**src/rtl/angle_interp.sv**
```systemverilog
// Angle interpolator: splits each encoder tooth into SUB_DIV timed slots and
// fires one indexed measurement trigger per slot. Optional macro ANGLE_INTERP_OFFSET_EN.
module angle_interp #(
  parameter int unsigned SUB_DIV      = 16,
  parameter int unsigned SUB_SHIFT    = 4,
  parameter int unsigned ACTIVE_TEETH = 40,
  parameter int unsigned MIN_PERIOD   = 4
) (
  input  logic        clk,
  input  logic        rst,
  input  logic        motor_enable,
  input  logic        motor_block,
  input  logic        virtual_zero_flag,
  input  logic        wheel_fall,
  input  logic [31:0] speed_cnt,
`ifdef ANGLE_INTERP_OFFSET_EN
  input  logic [15:0] angle_offset,
`endif
  output logic        meas_trig,
  output logic [15:0] angle_idx,
  output logic        frame_start,
  output logic        frame_done,
  output logic        busy,
  output logic        slot_drop,
  output logic [15:0] drop_cnt
);

  localparam int unsigned SUB_W   = (SUB_SHIFT > 0) ? SUB_SHIFT : 1;
  localparam int unsigned TOOTH_W = (ACTIVE_TEETH > 1) ? $clog2(ACTIVE_TEETH) : 1;
  localparam int unsigned TOTAL   = ACTIVE_TEETH * SUB_DIV;
  localparam logic [SUB_W-1:0]   SUB_LAST   = SUB_W'(SUB_DIV - 1);
  localparam logic [TOOTH_W-1:0] TOOTH_LAST = TOOTH_W'(ACTIVE_TEETH - 1);

  typedef enum logic [1:0] {
    IDLE = 2'd0,
    ARM  = 2'd1,
    RUN  = 2'd2,
    DONE = 2'd3
  } state_e;

  state_e               state_q, state_d;
  logic [31:0]          sub_period_q, sub_period_d;
  logic [31:0]          slot_q, slot_d;
  logic [TOOTH_W-1:0]   tooth_q, tooth_d;
  logic [SUB_W-1:0]     sub_q, sub_d;
  logic [15:0]          raw_angle_q, raw_angle_d;
  logic [15:0]          drop_q, drop_d;
  logic                 trig_q, trig_d;
  logic                 fs_q, fs_d;
  logic                 fd_q, fd_d;
  logic                 sd_q, sd_d;
  logic                 busy_q, busy_d;
  logic                 motor_ok;
  logic [16:0]          drop_sum;

  function automatic logic [31:0] clamp_period(input logic [31:0] sc);
    logic [31:0] p;
    p = sc >> SUB_SHIFT;
    return (p < 32'(MIN_PERIOD)) ? 32'(MIN_PERIOD) : p;
  endfunction

  function automatic logic [15:0] angle_of(input logic [TOOTH_W-1:0] t,
                                           input logic [SUB_W-1:0]   s);
    return (16'(t) << SUB_SHIFT) | 16'(s);
  endfunction

  assign motor_ok = motor_enable && !motor_block;

  always_ff @(posedge clk or posedge rst) begin
    if (rst) begin
      state_q      <= IDLE;
      sub_period_q <= '0;
      slot_q       <= '0;
      tooth_q      <= '0;
      sub_q        <= '0;
      raw_angle_q  <= '0;
      drop_q       <= '0;
      trig_q       <= 1'b0;
      fs_q         <= 1'b0;
      fd_q         <= 1'b0;
      sd_q         <= 1'b0;
      busy_q       <= 1'b0;
    end else begin
      state_q      <= state_d;
      sub_period_q <= sub_period_d;
      slot_q       <= slot_d;
      tooth_q      <= tooth_d;
      sub_q        <= sub_d;
      raw_angle_q  <= raw_angle_d;
      drop_q       <= drop_d;
      trig_q       <= trig_d;
      fs_q         <= fs_d;
      fd_q         <= fd_d;
      sd_q         <= sd_d;
      busy_q       <= busy_d;
    end
  end

  // Next state: motor fault aborts from anywhere; a tooth edge beats a slot expiry.
  always_comb begin
    state_d      = state_q;
    sub_period_d = sub_period_q;
    slot_d       = slot_q;
    tooth_d      = tooth_q;
    sub_d        = sub_q;
    raw_angle_d  = raw_angle_q;
    drop_d       = drop_q;
    trig_d       = 1'b0;
    fs_d         = 1'b0;
    fd_d         = 1'b0;
    sd_d         = 1'b0;
    drop_sum     = {1'b0, drop_q} + 17'(SUB_LAST - sub_q);

    if (!motor_ok) begin
      state_d = IDLE;
    end else begin
      case (state_q)
        IDLE: state_d = ARM;
        ARM: begin
          if (virtual_zero_flag) begin
            sub_period_d = clamp_period(speed_cnt);
            tooth_d      = '0;
            sub_d        = '0;
            slot_d       = '0;
            raw_angle_d  = '0;
            drop_d       = '0;
            trig_d       = 1'b1;
            fs_d         = 1'b1;
            state_d      = RUN;
          end
        end
        RUN: begin
          if (wheel_fall) begin
            sub_period_d = clamp_period(speed_cnt);
            if (sub_q != SUB_LAST) begin
              sd_d   = 1'b1;
              drop_d = drop_sum[16] ? 16'hFFFF : drop_sum[15:0];
            end
            if (tooth_q == TOOTH_LAST) begin
              state_d = DONE;
            end else begin
              tooth_d     = tooth_q + TOOTH_W'(1);
              sub_d       = '0;
              slot_d      = '0;
              trig_d      = 1'b1;
              raw_angle_d = angle_of(tooth_q + TOOTH_W'(1), '0);
            end
          end else if (sub_q != SUB_LAST) begin
            if (slot_q == sub_period_q - 32'd1) begin
              sub_d       = sub_q + SUB_W'(1);
              slot_d      = '0;
              trig_d      = 1'b1;
              raw_angle_d = angle_of(tooth_q, sub_q + SUB_W'(1));
            end else begin
              slot_d = slot_q + 32'd1;
            end
          end
        end
        DONE: begin
          fd_d    = 1'b1;
          state_d = ARM;
        end
        default: state_d = IDLE;
      endcase
    end

    busy_d = (state_d == RUN);
  end

  assign frame_done = fd_q;
  assign busy       = busy_q;
  assign slot_drop  = sd_q;
  assign drop_cnt   = drop_q;

`ifdef ANGLE_INTERP_OFFSET_EN
  logic [15:0] offset_q;
  logic [15:0] out_angle_q;
  logic        out_trig_q;
  logic        out_fs_q;
  logic [16:0] off_sum;
  logic [16:0] off_wrap;

  // Offset is applied modulo the frame length with a single compare-subtract.
  always_comb begin
    off_sum  = {1'b0, raw_angle_q} + {1'b0, offset_q};
    off_wrap = (off_sum >= 17'(TOTAL)) ? (off_sum - 17'(TOTAL)) : off_sum;
  end

  always_ff @(posedge clk or posedge rst) begin
    if (rst) begin
      offset_q    <= '0;
      out_angle_q <= '0;
      out_trig_q  <= 1'b0;
      out_fs_q    <= 1'b0;
    end else begin
      if (fs_d) offset_q <= angle_offset;
      if (trig_q) out_angle_q <= off_wrap[15:0];
      out_trig_q <= trig_q;
      out_fs_q   <= fs_q;
    end
  end

  assign meas_trig   = out_trig_q;
  assign frame_start = out_fs_q;
  assign angle_idx   = out_angle_q;
`else
  assign meas_trig   = trig_q;
  assign frame_start = fs_q;
  assign angle_idx   = raw_angle_q;
`endif

endmodule

```
**config.mk**
```make
export PLATFORM = sky130hd
export DESIGN_NAME = angle_interp
export DESIGN_NICKNAME = d
export VERILOG_FILES = /design/src/rtl/angle_interp.sv
export SDC_FILE = /design/constraint.sdc
export NUM_CORES = 1
export LEC_CHECK = 0
export ABC_AREA = 1
export CAP_MARGIN = 15
export CORE_MARGIN = 3
export CORE_UTILIZATION = 35
export DETAILED_ROUTE_END_ITERATION = 7
export HOLD_SLACK_MARGIN = 0.12
export PLACE_DENSITY = 0.62
export SYNTH_ARGS = -nofsm -noshare
export SYNTH_HDL_FRONTEND = slang
export SYNTH_SLANG_ARGS = --single-unit
```
**constraint.sdc**
```tcl
create_clock -name clk -period 7.5 [get_ports clk]
set_input_delay 0.75 -clock clk [delete_from_list [all_inputs] [get_ports clk]]
set_output_delay 0.75 -clock clk [all_outputs]
set_load 0.05 [all_outputs]
```
# Word-level counts from Yosys, hierarchy flattened

Index checks and enable logic that the tools add are counted.

Bitwise operators: 1
Mux-type cells: 50
$lt $le $gt $ge: 1
Reductions and logical operators: 10
Add/subtract/negate cells: 6
Equality and inequality tests: 14

Operators with widths:

| kind                    | count |
|---|---|
| $mux W32                | 7 |
| $mux W16                | 8 |
| $pmux W32 S2            | 2 |
| $pmux W16 S2            | 2 |
| $add A32 B1 Y32 const B | 1 |
| $eq A32 B32 Y1          | 1 |
| $sub A32 B1 Y32 const B | 1 |
| $lt A28 B3 Y1 const B   | 1 |
| $mux W28                | 1 |
| $mux W4                 | 5 |
| $mux W6                 | 3 |
| $add A16 B17 Y17        | 1 |
| $reduce_and A5 Y1       | 3 |
| $mux W1                 | 14 |
| $pmux W6 S2             | 1 |
| $or A10 B4 Y10          | 1 |
| $ne A3 B3 Y1 const B    | 3 |
| $mux W2                 | 4 |
| $ne A2 B2 Y1 const B    | 4 |
| $pmux W4 S2             | 1 |
| $add A6 B1 Y6 const B   | 1 |
| $eq A2 B2 Y1 const B    | 3 |
| $eq A6 B6 Y1 const B    | 1 |
| $pmux W2 S3             | 1 |
| 12 further kinds        | 12 |

Flip-flop bits (word level): 113
Logic and storage cells: 94
Bits of input ports: 38

# Longest topological paths before layout

Gate-level depths: netlist of run 1.

Depth after elaboration: 7
Depth in mapped cells: 19
Depth with buffers taken out: 18

# Worst setup path after synthesis of run 1

Ideal clock, no wire load.

Path kind: reg2reg
Start: register sub_q[0]
End: register drop_q[11] (netlist: drop_cnt[11])
Clock period less this slack: 2578 ps
Library setup time: 123 ps
Setup slack: 4922 ps
Stages on the path, launching flop included: 17
Data arrival time: 2455 ps
Path through: dfrtp_1 > inv_1 > ha_1 > fa_1 > nand3_1 > nand3_1 > nand2_1 > nor2_1 > nand3_1 > inv_1 > nand2_1 > nor2_1 > nand4_1 > inv_1 > buf_2 > o21ai_0 > nand2_1

Longest elaborated chain between the ends: 6
Elaborated cells between the ends (all ways): 9
Those cells by class: 2 x add/sub; 2 x eq/ne; 4 x mux; 1 x reduce/logical

RTL lines:

| element                  | line | source |
|---|---|---|
| start: declaration       | 45   | `logic [SUB_W-1:0] sub_q, sub_d;` |
| start signal: assignment | 88   | `sub_q <= sub_d;` |
| $sub A4 B4 Y5            | 112  | `drop_sum = {1'b0, drop_q} + 17'(SUB_LAST - sub_q);` |
| $add A16 B17 Y17         | 112  |  |
| $mux W16                 | 137  | `drop_d = drop_sum[16] ? 16'hFFFF : drop_sum[15:0];` |
| $mux W16                 | 135  | `if (sub_q != SUB_LAST) begin` |
| $mux W16                 | 133  | `if (wheel_fall) begin` |
| $pmux W16 S2             | 117  | `case (state_q)` |
| end signal: assignment   | 90   | `drop_q <= drop_d;` |
| end: declaration         | 47   | `logic [15:0] drop_q, drop_d;` |

Several ways; a longest one is shown, not always the timed one. The select of a mux whose other input is x is not followed.
A chain may end at the register's enable or synchronous reset.

# Worst setup path after layout of run 1

Start: input motor_enable
End: register slot_q[4]

Longest elaborated chain between the ends: 2

RTL lines:

| element                     | line | source |
|---|---|---|
| start: declaration          | 11   | `input logic motor_enable,` |
| $logic_and A1 B1 Y1         | 67   | `assign motor_ok = motor_enable && !motor_block;` |
| $reduce_and A5 Y1 (no line) | n/a  |  |
| end signal: assignment      | 86   | `slot_q <= slot_d;` |
| end: declaration            | 43   | `logic [31:0] slot_q, slot_d;` |

Every way passes these cells.

==> results of run 1 <==
synthesized netlist by cell type (4+ instances only):
library cell / count
a21oi_1: 33
a21oi_2: 10
buf_2: 4
buf_4: 7
clkbuf_1: 9
dfrtp_1: 99
ha_1: 12
inv_1: 111
nand2_1: 257
nand2_2: 5
nand3_1: 62
nand3b_1: 8
nand4_1: 13
nor2_1: 91
nor2_2: 6
nor2_4: 5
nor3_1: 17
nor4_1: 9
o21ai_0: 37
o22ai_1: 16
or2_2: 4
xnor2_1: 17
xor2_1: 37
final cells by class:
| type | instances | area [um2] |
|---|---|---|
| Clock inverter | 7 | 60.06 |
| Multi-Input combinational cell | 669 | 3447 |
| Fill cell | 1879 | 10500 |
| Sequential cell | 99 | 2477 |
| Inverter | 114 | 430.4 |
| Timing Repair Buffer | 67 | 663.1 |
| Tap cell | 229 | 286.5 |
| Clock buffer | 9 | 225.2 |
sequential cells by signal, indices dropped and copies added (netlist names):
signal and flops:
angle_idx 7, busy 1, drop_cnt 16, frame_done 1
frame_start 1, meas_trig 1, slot_drop 1, slot_q 32
state_q 2, sub_period_q 28, sub_q 3, tooth_q 6
power groups by stage:
| stage | combinational [mW] | sequential, mW | clock, mW |
|---|---|---|---|
| floorplan | 0.395 | 0.726 | 0 |
| global placement | 0.540 | 0.719 | 0 |
| detailed placement | 0.550 | 0.717 | 0 |
| CTS | 0.553 | 0.711 | 0.468 |
| global route | 0.627 | 0.725 | 0.492 |
| finish | 0.550 | 0.712 | 0.453 |
path summary, 6_finish.rpt:
kind                                       from               end  slack, ps
worst max-delay path               motor_enable         slot_q[4]       3840
worst min-delay path               angle_idx[7]      angle_idx[7]        480
worst max register to register  sub_period_q[0]        slot_q[30]       3880
worst min register to register     angle_idx[7]      angle_idx[7]        480
max in group asynchronous                   rst  sub_period_q[16]       5550
min in group asynchronous                   rst         slot_drop        730
layer usage:
layer	share of wire, %	vias up	wire length [um]
met1	51	2610	8118
li1	-	2998	-
met3	5.0	16	800
met4	1.1	0	183
met2	43	120	6828
met5	0	-	0
kinds of logic (layout without fill, tap and decap cells):
| logic type | after synthesis | count (layout) | share of synthesized area [%] |
|---|---|---|---|
| and+or+nand+nor | 485 | 485 | 32.72 |
| buffers and inverters | 140 | 197 | 9.091 |
| AOI/OAI and AO/OA | 111 | 111 | 10.09 |
| DFF | 99 | 99 | 38.14 |
| xor gates and xnor gates | 54 | 54 | 7.280 |
| adders and majority gates | 13 | 13 | 2.619 |
| other | 1 | 6 | 0.05773 |
through the flow:
stage | setup slack [ps] | util (%) | instances
after floorplan | 4160 | - | 908
after CTS | 3817 | 41.96 | 1194
after global placement | 3452 | 40.39 | 1178
final | 3842 | 41.96 | 1194
after global routing | 3447 | 41.96 | 1194
after detailed placement | 3430 | 40.39 | 1178
worst max-delay path: cells and delay by family:
| kind | cells | cell delay (ps) |
|---|---|---|
| compound gates | 2 | 230 |
| simple gates | 6 | 1120 |
| buf+inv | 4 | 1840 |
==> flow_metrics.tcl, run 1 <==
set metrics [dict create \
    status "finished, final reports clean" \
    worst_hold_slack_ps 480.1 \
    cts_repair_resize_count 0 \
    yosys.area.top_type_share_pct 38.14 \
    pin_count 75 \
    drive_gt1_share_pct 5.907 \
    cts_sinks 99 \
    fin_setup_tns_ps 0 \
    cp_max_fo 29 \
    cp.arrival_ps 3940 \
    ir_drop_v 0.0001105 \
    root_buffer "clkbuf_16" \
    final_cell_mix "nand2_1 (257), inv_1 (110), dfrtp_1 (99)" \
    p_seq_share_pct 41.5 \
    cts_setup_buffers 0 \
    numCtsBuffers 9 \
    p_int_mw 1.043 \
    grt_pass1_vias 5408 \
    grt_start_max_net_pins 70 \
    ys.flop_type "dfrtp_1" \
    die_w_um 142.2 \
    hold_path_class "reg2reg" \
    drt-total-wl_um 15930 \
    grt_antenna_before_repair 0 \
    remaining_drc_errors 0 \
    yosysUniqueCellTypes 44 \
    vias 5744 \
    seq_area_frac_synth_pct 38.14 \
    netlist_instances 903 \
    grt_use_total_pct 16.06 \
    worstMarginPinSlew_ps 1058 \
    start_util_pct 35.92 \
    fin_crit_sh_pct 48.78 \
    worstRegToRegCells 13 \
    use_met3_pct 4.066 \
    ant_nets 0 \
    grt-busiest-layer "met2" \
    critPathLaunchType "input pin" \
    place_area_um2 7305 \
    htreeDepth 3 \
    maxCapViolCount 0 \
    synthesis.yosys.warnings 0 \
    nNetsFinal 1011 \
    fmax_mhz 273.4 \
    setup_viol 0 \
    avgSynthCellArea_um2 7.194 \
    grt.met2_usage_pct 24.80 \
    viasPerCell 4.811 \
    required_ps 7780 \
    grt_remaining_overflow 0 \
    grt_util_met1_pct 23.05 \
    coreArea_um2 18090 \
    critPathSlowestCell "inv_1" \
    rsz0062_at_grt "no" \
    num_antenna_cells 0 \
    synth_edf_count 0 \
    powerDensity_nw_per_um2 226.0 \
    hold_path_depth 2 \
    clk_pin_slew_ps 70 \
    first_iter_violations 313 \
    stdcell_area_um2 7590 \
    clock_power_share_pct 26.4 \
    wl_per_cell_um 13.34 \
    postCtsHoldBufs 0 \
    finalMaxSlewViolations 0 \
    synth_area_leader_cell "dfrtp_1" \
    die_area_um2 20230 \
    ys_top_cells_by_area "dfrtp_1 (38%), nand2_1 (15%), inv_1 (6.4%)" \
    finalHoldViolations 0 \
    syn_to_final_growth_pct 16.83 \
    switchingPower_mw 0.6718 \
    ys_ff_latch 99 \
    syn_area_um2 6496 \
    endpoint_kind "flop" \
    cts_tree "built" \
    fin_crit_ps 3658 \
    critPathMaxStageDelay_ps 950 \
    total_leakage_power_nw 3.577 \
    first_pass_iters 5 \
    gp_congestion 0.9290 \
    maxSlewHeadroom_pct 29.26 \
    cts_buffer_depth 2 \
    total_power_mw 1.715 \
    p_sw_share_pct 39.17 \
    rows 49 \
    synthArstFlopShare_pct 100.0 \
    crit_chain "clkdlybuf4s50_1, inv_1, nor2_1, nand2_1, nor2_1, nand3_1, inv_1, buf_4, nand2_1, nor3_1, o22ai_1, a21oi_1" \
    mostFrequentLayoutCell "nand2_1" \
    clock_latency_ps 370 \
    p_comb_share_pct 32.1 \
    worst_clock_skew_ps 11.73 \
    io_buffer_count 64 \
    path_class "in2reg" \
    grt_pass1_wl_um 26470 \
    dpl.hpwl_um 11680 \
    dieHeight_um 142.2 \
]
Note: power is estimated with default switching activity, not from simulation.
==> run 2: changes to the inputs <==
==> constraint.sdc (replaced) <==
create_clock -name clk -period 3.6 [get_ports clk]
set_input_delay 0.36 -clock clk [delete_from_list [all_inputs] [get_ports clk]]
set_output_delay 0.36 -clock clk [all_outputs]
set_load 0.05 [all_outputs]
==> run 2 against run 1 <==
Effect of this change: sequential power rose by 110%; first-iteration DRC count rose by 23%; clock power rose by 110%; worst setup slack got worse by 3100 ps; worst hold slack got worse by 47 ps; highest routed layer unchanged.
==> flow_metrics.tcl, run 2 (same netlist as run 1, synthesis figures left out) <==
set metrics [dict create \
    syn_to_final_growth_pct 18.03 \
    p_seq_share_pct 41.1 \
    fin_crit_sh_pct 80.23 \
    htreeDepth 3 \
    worst_clock_skew_ps 12.35 \
    drt-total-wl_um 16120 \
    num_antenna_cells 0 \
    fin_setup_tns_ps 0 \
    total_leakage_power_nw 3.616 \
    dpl.hpwl_um 11930 \
    wl_met1_um 8184 \
    largest_register "slot_q" \
    highest_layer "met4" \
    crit_chain "inv_1, ha_1, nand2_2, nor2_4, nand2_1, nor2_1, nand3_1, nand2_1, nand2_1, nor2_1, nand3_2, o21bai_4, nand2_1, and2_1" \
    wl_per_cell_um 13.45 \
    coreArea_um2 18090 \
    hold_path_class "in2async" \
    cts_setup_buffers 0 \
    fillCellCount 1873 \
    gp_congestion 0.9114 \
    path_class "reg2reg" \
    worstMarginPinSlew_ps 696.8 \
    seq_area_um2 2477 \
    remaining_drc_errors 0 \
    p_sw_share_pct 38.57 \
    ir_drop_v 0.0002293 \
    switchingPower_mw 1.389 \
    endpoint_kind "flop" \
    required_ps 3850 \
    wl_met2_um 6865 \
    maxSlewHeadroom_pct 53.49 \
    finalHoldViolations 0 \
    root_buffer "clkbuf_16" \
    largest_reg_flops 32 \
    route.met3.wl_um 866 \
    grt_remaining_overflow 0 \
    rsz0062_at_grt "no" \
    fin_crit_ps 2888 \
    clk_pin_slew_ps 70 \
    die_w_um 142.2 \
    place_ws_ps 720.6 \
    powerDensity_nw_per_um2 469.5 \
    ant_nets 0 \
    pin_count 75 \
    nNetsFinal 1016 \
    grt_pass1_vias 5684 \
    numCtsBuffers 9 \
    finalMaxSlewViolations 0 \
    cp.arrival_ps 3140 \
    vias 5840 \
    postCtsHoldBufs 0 \
    die_area_um2 20230 \
    grt_pass1_wl_um 27480 \
    critical_path.top_delay_family "simple AND/OR/NAND/NOR gates" \
    cts_tree "built" \
    setup_viol 0 \
    viasPerCell 4.871 \
    setup_ws_ps 711.7 \
    mostFrequentLayoutCell "nand2_1" \
    cts_repair_resize_count 0 \
    io_buffer_count 64 \
    grt_start_max_net_pins 54 \
    grt_antenna_before_repair 0 \
    first_pass_iters 5 \
    status "finished, final reports clean" \
    critPathLaunchType "flop" \
    critPathBufInv 1 \
    p_int_mw 2.212 \
    final_cell_mix "nand2_1 (257), inv_1 (110), dfrtp_1 (99)" \
    clock_power_share_pct 26.6 \
    rows 49 \
    maxCapViolCount 0 \
    multi_input_area_um2 3447 \
    first_iter_violations 384 \
    critPathSlowestCell "dfrtp_1" \
    clock_latency_ps 360 \
    drive_gt1_share_pct 6.289 \
    cts_buffer_depth 2 \
    total_power_mw 3.600 \
    fmax_mhz 346.2 \
    cts_sinks 99 \
    grt_use_total_pct 16.51 \
    p_comb_share_pct 32.3 \
    start_util_pct 35.92 \
    cp_max_fo 12 \
    dieHeight_um 142.2 \
    cpMostUsedCell "nand2_1" \
    critPathMaxStageDelay_ps 380 \
]
## run 2: cell count changes in the layout (fill, tap and decap cells not counted)
cell	previous run	this run
buf_12	0	3
clkinv_4	4	1
buf_4	3	5
clkbuf_8	0	2
clkbuf_1	0	1
inv_6	1	2
inv_8	1	0
## run 2: stage by stage
stage,utilization (%),std cells,hold slack (ps),instance area [um2]
6_report,42.39,1199,433.4,7667
5_1_grt,42.39,1199,497.3,7667
4_1_cts,42.39,1199,455.9,7667
3_5_place_dp,40.80,1183,469.5,7380
3_3_place_gp,40.80,1183,459.2,7380
2_1_floorplan,-,908,469.6,6515
## run 2: cell type report
| type | count | area share (%) |
|---|---|---|
| repair buffers | 72 | 9.628 |
| well taps | 229 | 3.737 |
| inverters | 114 | 5.614 |
| clock buffers | 12 | 3.345 |
| flip-flops and latches | 99 | 32.31 |
| clock inverters | 4 | 0.4080 |
| multi-input cells | 669 | 44.96 |
## run 2: worst reg2reg max path, delay by kind of cell (launching register included)
kind / cells / cell delay, ps
flops: 1 / 380
simple gates: 11 / 1740
compound gates: 1 / 350
buf+inv: 1 / 120
fa+ha+maj: 1 / 210
## run 2: routing by layer
| metal | GRT usage, % | up-vias |
|---|---|---|
| li1 | - | 2994 |
| met1 | 23.69 | 2675 |
| met2 | 25.52 | 154 |
| met3 | 3.495 | 17 |
| met4 | 4.040 | 0 |
| met5 | 0 | - |
## run 2: power groups by stage
stage,clock (mW),sequential (mW),combinational (mW)
3_5_place_dp,0,1.49,1.16
2_1_floorplan,0,1.51,0.824
5_1_grt,1.02,1.51,1.34
6_report,0.956,1.48,1.16
4_1_cts,0.980,1.48,1.17
3_3_place_gp,0,1.50,1.14
## run 2: worst paths after layout
| kind | slack, ps | cells after the start | from | endpoint |
|---|---|---|---|---|
| max | 710 | 14 | sub_period_q[0] | slot_q[30] |
| min | 430 | 2 | rst | angle_idx[5] |
| max reg2reg | 710 | 14 | sub_period_q[0] | slot_q[30] |
| min reg2reg | 480 | 2 | angle_idx[6] | angle_idx[6] |
| max in group asynchronous | 2450 | 3 | rst | sub_period_q[16] |
| min in group clk | 480 | 2 | angle_idx[6] | angle_idx[6] |
